File: config.mk
export PLATFORM = sky130hd
export DESIGN_NAME = uart_tx_scheduler_flat
export DESIGN_NICKNAME = d
export VERILOG_FILES = /design/src/rtl/uart_tx_scheduler_if.sv /design/src/rtl/uart_tx_scheduler.sv /design/src/flat_wrapper.sv
export SDC_FILE = /design/constraint.sdc
export NUM_CORES = 1
export LEC_CHECK = 0
export CORE_ASPECT_RATIO = 0.75
export CORE_MARGIN = 2
export CORE_UTILIZATION = 45
export DETAILED_ROUTE_END_ITERATION = 7
export GPL_ROUTABILITY_DRIVEN = 1
export PLACE_DENSITY = 0.82
export SYNTH_ARGS = -nofsm -noshare
export SYNTH_HDL_FRONTEND = slang
export SYNTH_SLANG_ARGS = --single-unit
File: constraint.sdc
create_clock -name clk -period 4.82 [get_ports clk]
set_input_delay 0.482 -clock clk [delete_from_list [all_inputs] [get_ports clk]]
set_output_delay 0.482 -clock clk [all_outputs]
set_load 0.05 [all_outputs]
File: src/rtl/uart_tx_scheduler_if.sv
// ----------------------------------------------------------------------------
// uart_tx_scheduler_if
//   Bundle of signals between the byte producers, the UART TX wrapper and the
//   uart_tx_scheduler block.
//
//   Parameters
//     NUM_REQ     number of requesters (2..8)
//     DATA_WIDTH  byte width per requester and towards the transmitter
//
//   Signals
//     req_valid    [NUM_REQ]             per-requester byte pending
//     req_data     [NUM_REQ*DATA_WIDTH]  requester i byte at [i*DATA_WIDTH +: DATA_WIDTH]
//     req_par_en   [NUM_REQ]             per-requester parity enable
//     req_par_typ  [NUM_REQ]             per-requester parity type (0 even, 1 odd)
//     req_ready    [NUM_REQ]             one-hot accept pulse
//     tx_data_valid                      launch strobe to the transmitter
//     tx_p_data    [DATA_WIDTH]          byte to the transmitter
//     tx_par_en / tx_par_typ             parity config to the transmitter
//     tx_busy                            transmitter busy flag
//     grant_id     [$clog2(NUM_REQ)]     current/last granted requester
//     active                             frame in flight
//     timeout_err                        transmitter never went busy
//
//   Modports
//     master  producers + transmitter side (drives requests and tx_busy)
//     slave   the scheduler itself
// ----------------------------------------------------------------------------
interface uart_tx_scheduler_if #(
    parameter int NUM_REQ    = 4,
    parameter int DATA_WIDTH = 8
);
    localparam int GW = $clog2(NUM_REQ);

    logic [NUM_REQ-1:0]            req_valid;
    logic [NUM_REQ*DATA_WIDTH-1:0] req_data;
    logic [NUM_REQ-1:0]            req_par_en;
    logic [NUM_REQ-1:0]            req_par_typ;
    logic [NUM_REQ-1:0]            req_ready;
    logic                          tx_data_valid;
    logic [DATA_WIDTH-1:0]         tx_p_data;
    logic                          tx_par_en;
    logic                          tx_par_typ;
    logic                          tx_busy;
    logic [GW-1:0]                 grant_id;
    logic                          active;
    logic                          timeout_err;

    modport master (
        output req_valid, req_data, req_par_en, req_par_typ, tx_busy,
        input  req_ready, tx_data_valid, tx_p_data, tx_par_en, tx_par_typ,
               grant_id, active, timeout_err
    );

    modport slave (
        input  req_valid, req_data, req_par_en, req_par_typ, tx_busy,
        output req_ready, tx_data_valid, tx_p_data, tx_par_en, tx_par_typ,
               grant_id, active, timeout_err
    );
endinterface

File: src/rtl/uart_tx_scheduler.sv
// ----------------------------------------------------------------------------
// uart_tx_scheduler
//   Round-robin scheduler sharing one UART transmitter between NUM_REQ byte
//   producers. One requester is granted per frame; its byte and parity config
//   are registered and launched with a single-cycle tx_data_valid pulse, then
//   the transmitter busy flag is tracked until the frame completes. If the
//   transmitter never raises tx_busy within BUSY_TIMEOUT cycles of launch, a
//   one-cycle timeout_err pulse is raised and the (already acknowledged) byte
//   is dropped.
//
//   Ports
//     clk   system clock, rising edge
//     rst   asynchronous active-low reset
//     bus   uart_tx_scheduler_if.slave (requests, transmitter, status)
//
//   All outputs are registered. Timing of one frame:
//     IDLE (request seen) -> LAUNCH (tx_data_valid, req_ready, active)
//     -> WAIT_BUSY -> WAIT_DONE -> IDLE (next grant may happen here)
// ----------------------------------------------------------------------------
module uart_tx_scheduler #(
    parameter int NUM_REQ      = 4,
    parameter int DATA_WIDTH   = 8,
    parameter int BUSY_TIMEOUT = 16
) (
    input  logic                clk,
    input  logic                rst,
    uart_tx_scheduler_if.slave  bus
);
    localparam int GW = $clog2(NUM_REQ);
    localparam int CW = $clog2(BUSY_TIMEOUT);

    typedef enum logic [1:0] {
        IDLE,
        LAUNCH,
        WAIT_BUSY,
        WAIT_DONE
    } state_t;

    state_t                  state;
    logic [GW-1:0]           rr_ptr;
    logic [CW-1:0]           busy_cnt;
    logic [GW-1:0]           grant_id_q;
    logic [NUM_REQ-1:0]      req_ready_q;
    logic                    tx_data_valid_q;
    logic [DATA_WIDTH-1:0]   tx_p_data_q;
    logic                    tx_par_en_q;
    logic                    tx_par_typ_q;
    logic                    active_q;
    logic                    timeout_err_q;
    logic [GW-1:0]           pick;

    // First valid index at or after the pointer, wrapping modulo NUM_REQ.
    function automatic logic [GW-1:0] rr_pick(input logic [NUM_REQ-1:0] v,
                                               input logic [GW-1:0]      ptr);
        logic [GW-1:0] sel;
        logic          found;
        int            idx;
        sel   = '0;
        found = 1'b0;
        for (int k = 0; k < NUM_REQ; k++) begin
            idx = (int'(ptr) + k) % NUM_REQ;
            if (!found && v[idx]) begin
                sel   = GW'(idx);
                found = 1'b1;
            end
        end
        return sel;
    endfunction

    assign pick = rr_pick(bus.req_valid, rr_ptr);

    always_ff @(posedge clk or negedge rst) begin
        if (!rst) begin
            state           <= IDLE;
            rr_ptr          <= '0;
            busy_cnt        <= '0;
            grant_id_q      <= '0;
            req_ready_q     <= '0;
            tx_data_valid_q <= 1'b0;
            tx_p_data_q     <= '0;
            tx_par_en_q     <= 1'b0;
            tx_par_typ_q    <= 1'b0;
            active_q        <= 1'b0;
            timeout_err_q   <= 1'b0;
        end else begin
            // Strobes are single-cycle unless re-asserted below.
            tx_data_valid_q <= 1'b0;
            req_ready_q     <= '0;
            timeout_err_q   <= 1'b0;

            case (state)
                IDLE: begin
                    if ((|bus.req_valid) && !bus.tx_busy) begin
                        grant_id_q      <= pick;
                        tx_p_data_q     <= bus.req_data[pick*DATA_WIDTH +: DATA_WIDTH];
                        tx_par_en_q     <= bus.req_par_en[pick];
                        tx_par_typ_q    <= bus.req_par_typ[pick];
                        tx_data_valid_q <= 1'b1;
                        req_ready_q     <= {{(NUM_REQ-1){1'b0}}, 1'b1} << pick;
                        active_q        <= 1'b1;
                        state           <= LAUNCH;
                    end
                end

                LAUNCH: begin
                    rr_ptr   <= (grant_id_q == GW'(NUM_REQ-1)) ? '0 : grant_id_q + GW'(1);
                    busy_cnt <= '0;
                    state    <= WAIT_BUSY;
                end

                WAIT_BUSY: begin
                    if (bus.tx_busy) begin
                        state <= WAIT_DONE;
                    end else begin
                        busy_cnt <= busy_cnt + CW'(1);
                        // Decided one count early so the registered pulse lands
                        // in the cycle where the counter reads BUSY_TIMEOUT-1,
                        // i.e. BUSY_TIMEOUT cycles after launch.
                        if (busy_cnt == CW'(BUSY_TIMEOUT-2)) begin
                            timeout_err_q <= 1'b1;
                            active_q      <= 1'b0;
                            state         <= IDLE;
                        end
                    end
                end

                WAIT_DONE: begin
                    if (!bus.tx_busy) begin
                        active_q <= 1'b0;
                        state    <= IDLE;
                    end
                end

                default: state <= IDLE;
            endcase
        end
    end

    assign bus.grant_id      = grant_id_q;
    assign bus.req_ready     = req_ready_q;
    assign bus.tx_data_valid = tx_data_valid_q;
    assign bus.tx_p_data     = tx_p_data_q;
    assign bus.tx_par_en     = tx_par_en_q;
    assign bus.tx_par_typ    = tx_par_typ_q;
    assign bus.active        = active_q;
    assign bus.timeout_err   = timeout_err_q;

endmodule
File: src/flat_wrapper.sv
// flat-port wrapper written by rule: the top's interface ports become plain ports
module uart_tx_scheduler_flat 
#(
    parameter int NUM_REQ      = 4,
    parameter int DATA_WIDTH   = 8,
    parameter int BUSY_TIMEOUT = 16
)
  (clk, rst, bus_req_valid, bus_req_data, bus_req_par_en, bus_req_par_typ, bus_tx_busy, bus_req_ready, bus_tx_data_valid, bus_tx_p_data, bus_tx_par_en, bus_tx_par_typ, bus_grant_id, bus_active, bus_timeout_err);
  uart_tx_scheduler_if #(.NUM_REQ(NUM_REQ), .DATA_WIDTH(DATA_WIDTH)) bus_i ();
  input  logic clk;
  input  logic rst;
  input wire logic [$bits(bus_i.req_valid)-1:0] bus_req_valid;
  input wire logic [$bits(bus_i.req_data)-1:0] bus_req_data;
  input wire logic [$bits(bus_i.req_par_en)-1:0] bus_req_par_en;
  input wire logic [$bits(bus_i.req_par_typ)-1:0] bus_req_par_typ;
  input wire logic [$bits(bus_i.tx_busy)-1:0] bus_tx_busy;
  output wire logic [$bits(bus_i.req_ready)-1:0] bus_req_ready;
  output wire logic [$bits(bus_i.tx_data_valid)-1:0] bus_tx_data_valid;
  output wire logic [$bits(bus_i.tx_p_data)-1:0] bus_tx_p_data;
  output wire logic [$bits(bus_i.tx_par_en)-1:0] bus_tx_par_en;
  output wire logic [$bits(bus_i.tx_par_typ)-1:0] bus_tx_par_typ;
  output wire logic [$bits(bus_i.grant_id)-1:0] bus_grant_id;
  output wire logic [$bits(bus_i.active)-1:0] bus_active;
  output wire logic [$bits(bus_i.timeout_err)-1:0] bus_timeout_err;
  assign bus_i.req_valid = bus_req_valid;
  assign bus_i.req_data = bus_req_data;
  assign bus_i.req_par_en = bus_req_par_en;
  assign bus_i.req_par_typ = bus_req_par_typ;
  assign bus_i.tx_busy = bus_tx_busy;
  assign bus_req_ready = bus_i.req_ready;
  assign bus_tx_data_valid = bus_i.tx_data_valid;
  assign bus_tx_p_data = bus_i.tx_p_data;
  assign bus_tx_par_en = bus_i.tx_par_en;
  assign bus_tx_par_typ = bus_i.tx_par_typ;
  assign bus_grant_id = bus_i.grant_id;
  assign bus_active = bus_i.active;
  assign bus_timeout_err = bus_i.timeout_err;
  uart_tx_scheduler #(.NUM_REQ(NUM_REQ), .DATA_WIDTH(DATA_WIDTH), .BUSY_TIMEOUT(BUSY_TIMEOUT)) u_core (.clk(clk), .rst(rst), .bus(bus_i));
endmodule
==> summary.md <==
| Metric | Value |
|---|---|
| Status | finished clean |
| DPL Wire Length | about 2700 um |
| CTS sink cnt | 27 |
| Drt initial violations | 84 |
| Initial antenna violation count | 0 |
| Slew headroom | 37.1% |
| Vias | 1293 |
| Simple-gate portion of the synthesized area | 13.3% |
| Number of max-cap violations | 0 |
| Worst Path Max Fanout | 15 |
| Synth top area cells | dfrtp_1 (45%), mux2i_1 (13%), o221ai_2 (10%) |
| Critical path capture point type | flop |
| CP startpoint kind | primary input |
| Routed WL per cell | about 14 um |
| WP data required | slightly below 5000 ps |
| Synth Net Count | 187 |
| Residual DRC count | 0 |
| Largest family of logic cells by synthesized area | compound AO/OA/AOI/OAI gates |
| Sum Neg Setup Slack | 0 ps |
| Count of pins over their slew limit | 0 |
| Row cnt | 18 |
| Compound-Gate Fraction of Synth Area | 19.9% |
| Arrival @ worst endpoint | approximately 2600 ps |
| Layout area overhead | 46.1% |
| Ys async rst share | between 90% and 100% |
| Total GRT Usage | 18.8% |
| Routed Antenna Nets | 0 |
| Synthesized instance count | roughly 140 |
| Htree depth | 1 |
| Reg2reg path depth | 6 |
| Post-synth cell types | 33 |
| Die area | about 0.0038 mm^2 |
| Post-Synth Adder-Cell Area | around 2.5% |
| Critical Setup Path Class | in2reg |
| Max frequency | 406 MHz |
| Largest net degree at the start of global routing | 28 |
| Skew-Pair Late Insertion Delay | ~270 ps |
| Period minus WS final | roughly 2500 ps |
| Critical path endpoint | u_core.bus.tx_p_data[7]$_DFFE_PN0P_ |
| P_leak | 0.000975 uW |
| Setup Skew | ~8.6 ps |
| Tcrit/Tclk final | 51.1% |
| Worst vdd ir | roughly 0.35 mV |
| IO Port Bufs | 65 |
| Synth top area share | 44.9% |
| ANT cells | 0 |
| First-pass GRT wire length | roughly 5500 um |
| Number of enable flip-flop cells after synthesis | 0 |
| Total power | between 1000 and 1500 uW |
| Mux cell area share after synthesis | roughly 14% |
| Post-Syn Area | approximately 0.0015 mm^2 |
| Routed vias/inst | between 5 and 6 |
| Post-CTS Setup Bufs | 0 |
| Hold Crit Class | reg2reg |
| Cell taking the most area after synthesis | dfrtp_1 |
| Most frequent cells in the layout | clkdlybuf4s50_1 (65), dfrtp_1 (27), nand2_1 (21) |
| I/O pins | between 60 and 70 |
| Final GP Congestion | roughly 0.78 |
| Cts bufs inserted | 3 |
| Pwr/cell area | ~550 mW/mm^2 |
| Vias in the first global route | between 1000 and 1500 |
| Die Wd | around 70 um |
| Synth Flop Type | dfrtp_1 |
| FF-to-FF Start | u_core.state[0]$_DFFE_PN0P_ |
| Post-synthesis sequential area ratio | 44.9% |
| R2R Setup Slk | 2770 ps |
| TritonCTS clock tree | yes |
| Filler cells | roughly 250 |
| Hold buffer count at cts | 0 |
| Mean post-synth cell area | between 10 and 15 um^2 |
| # resized after CTS | 0 |
| Worst R2R End | u_core.bus.tx_p_data[7]$_DFFE_PN0P_ |
| Root buffer cell | clkbuf_8 |
| Hold Fails Final Rpt | 0 |
| CP startpoint | bus_req_valid[1] |
| Worst-path clk slew | 80 ps |
| Commonest non-fill, non-tap cell in the layout | clkdlybuf4s50_1 |
| FF+latch count, synth | 27 |
| First-pass DRT Iterations | 4 |
| Share of post-route cells with drive strength above 1 | about a tenth |
| Starting Density | a little under half |
| Nets@finish | between 200 and 300 |
| Total grt overflow | 0 |
| Worst-Margin Slew | between 900 and 1000 ps |
| Die H | roughly 54 um |
| Endpoints failing setup | 0 |
| RSZ-0062 raised after global routing | false |
| WL final | roughly 3500 um |
| Core area | between 0.003 and 0.004 mm^2 |
| Clock buffer depth | 2 |
| Yosys warns | 0 |
| Xor/xnor cell area share of the yosys netlist | 0% |
## worst min path at each step
stage	from	to	slack, ps	cells after the start
6_report	u_core.bus.tx_p_data[3]$_DFFE_PN0P_	u_core.bus.tx_p_data[3]$_DFFE_PN0P_	490	2
5_1_grt	u_core.bus.tx_p_data[3]$_DFFE_PN0P_	u_core.bus.tx_p_data[3]$_DFFE_PN0P_	520	2
4_1_cts	u_core.bus.tx_p_data[3]$_DFFE_PN0P_	u_core.bus.tx_p_data[3]$_DFFE_PN0P_	500	2
3_5_place_dp	u_core.bus.tx_p_data[3]$_DFFE_PN0P_	u_core.bus.tx_p_data[3]$_DFFE_PN0P_	480	2
3_3_place_gp	u_core.bus.tx_p_data[4]$_DFFE_PN0P_	u_core.bus.tx_p_data[4]$_DFFE_PN0P_	480	2
2_1_floorplan	rst	u_core.bus.active$_DFFE_PN0P_	190	0
## area by class of cell
type / count / area, um^2 / area share [%]
Clock buffer: 4 / 45.0 / 2.05
Inverter: 6 / 22.5 / 1.02
Multi-Input combinational cell: 98 / 748 / 34.0
Sequential cell: 27 / 676 / 30.7
Tap cell: 40 / 50.0 / 2.28
Timing Repair Buffer: 66 / 658 / 29.9
## sequential cells by signal, indices dropped and copies added, names as in the netlist
register and flops:
u_core.bus.active 1, u_core.bus.grant_id 2, u_core.bus.req_ready 4, u_core.bus.timeout_err 1, u_core.bus.tx_data_valid 1, u_core.bus.tx_p_data 8
u_core.bus.tx_par_en 1, u_core.bus.tx_par_typ 1, u_core.busy_cnt 4, u_core.rr_ptr 2, u_core.state 2
## synthesized netlist by cell type (all sizes together), types with 2 or more instances
library cell   n
o21ai          8
inv            5
o22ai          2
nor2           7
nor2b          4
nand2b         3
mux2i         20
dfrtp         27
ha             3
o221ai        10
a21oi          5
nor3           3
buf            6
nand2         21
## routing by layer
metal / vias to the layer above / wire length, um / share of wire [%] / track usage (%)
li1: 626 / - / - / -
met1: 604 / 1550 / 45 / 24.4
met2: 59 / 1650 / 48 / 31.0
met3: 4 / 248 / 7.2 / 6.37
met4: 0 / 23 / 0.66 / 4.40
met5: - / 0 / 0 / 0
## logic make-up (layout without fill, tap and decap cells)
| family | Yosys count | in the layout |
|---|---|---|
| simple gates | 42 | 42 |
| compound gates | 32 | 32 |
| flops | 27 | 27 |
| mux | 21 | 21 |
| buf+inv | 12 | 76 |
| fa+ha+maj | 3 | 3 |
## worst max-delay path, cell delays in order
cell and delay [ps]:
clkdlybuf4s50_1 530, o41ai_1 430, nand2b_2 400, inv_2 100
nand2_1 470, o221ai_2 180
## report_power, final
group	total (uW)	switching (uW)	internal, uW
logic	693	421	272
clock network	126	66.5	59.2
registers	391	80.3	311
total	1210	567	642
## per-stage QoR
step	hold slack (ps)	area (um^2)	util [%]	setup WS (ps)	instances
after detailed placement	479	2150	66.4	2080	237
after floorplan	186	1510	-	3120	137
after global placement	476	2150	66.4	2100	237
final	495	2200	67.8	2360	241
after CTS	498	2200	67.8	2360	241
after global routing	524	2200	67.8	2240	241
Power figures use the tool's default switching activity.
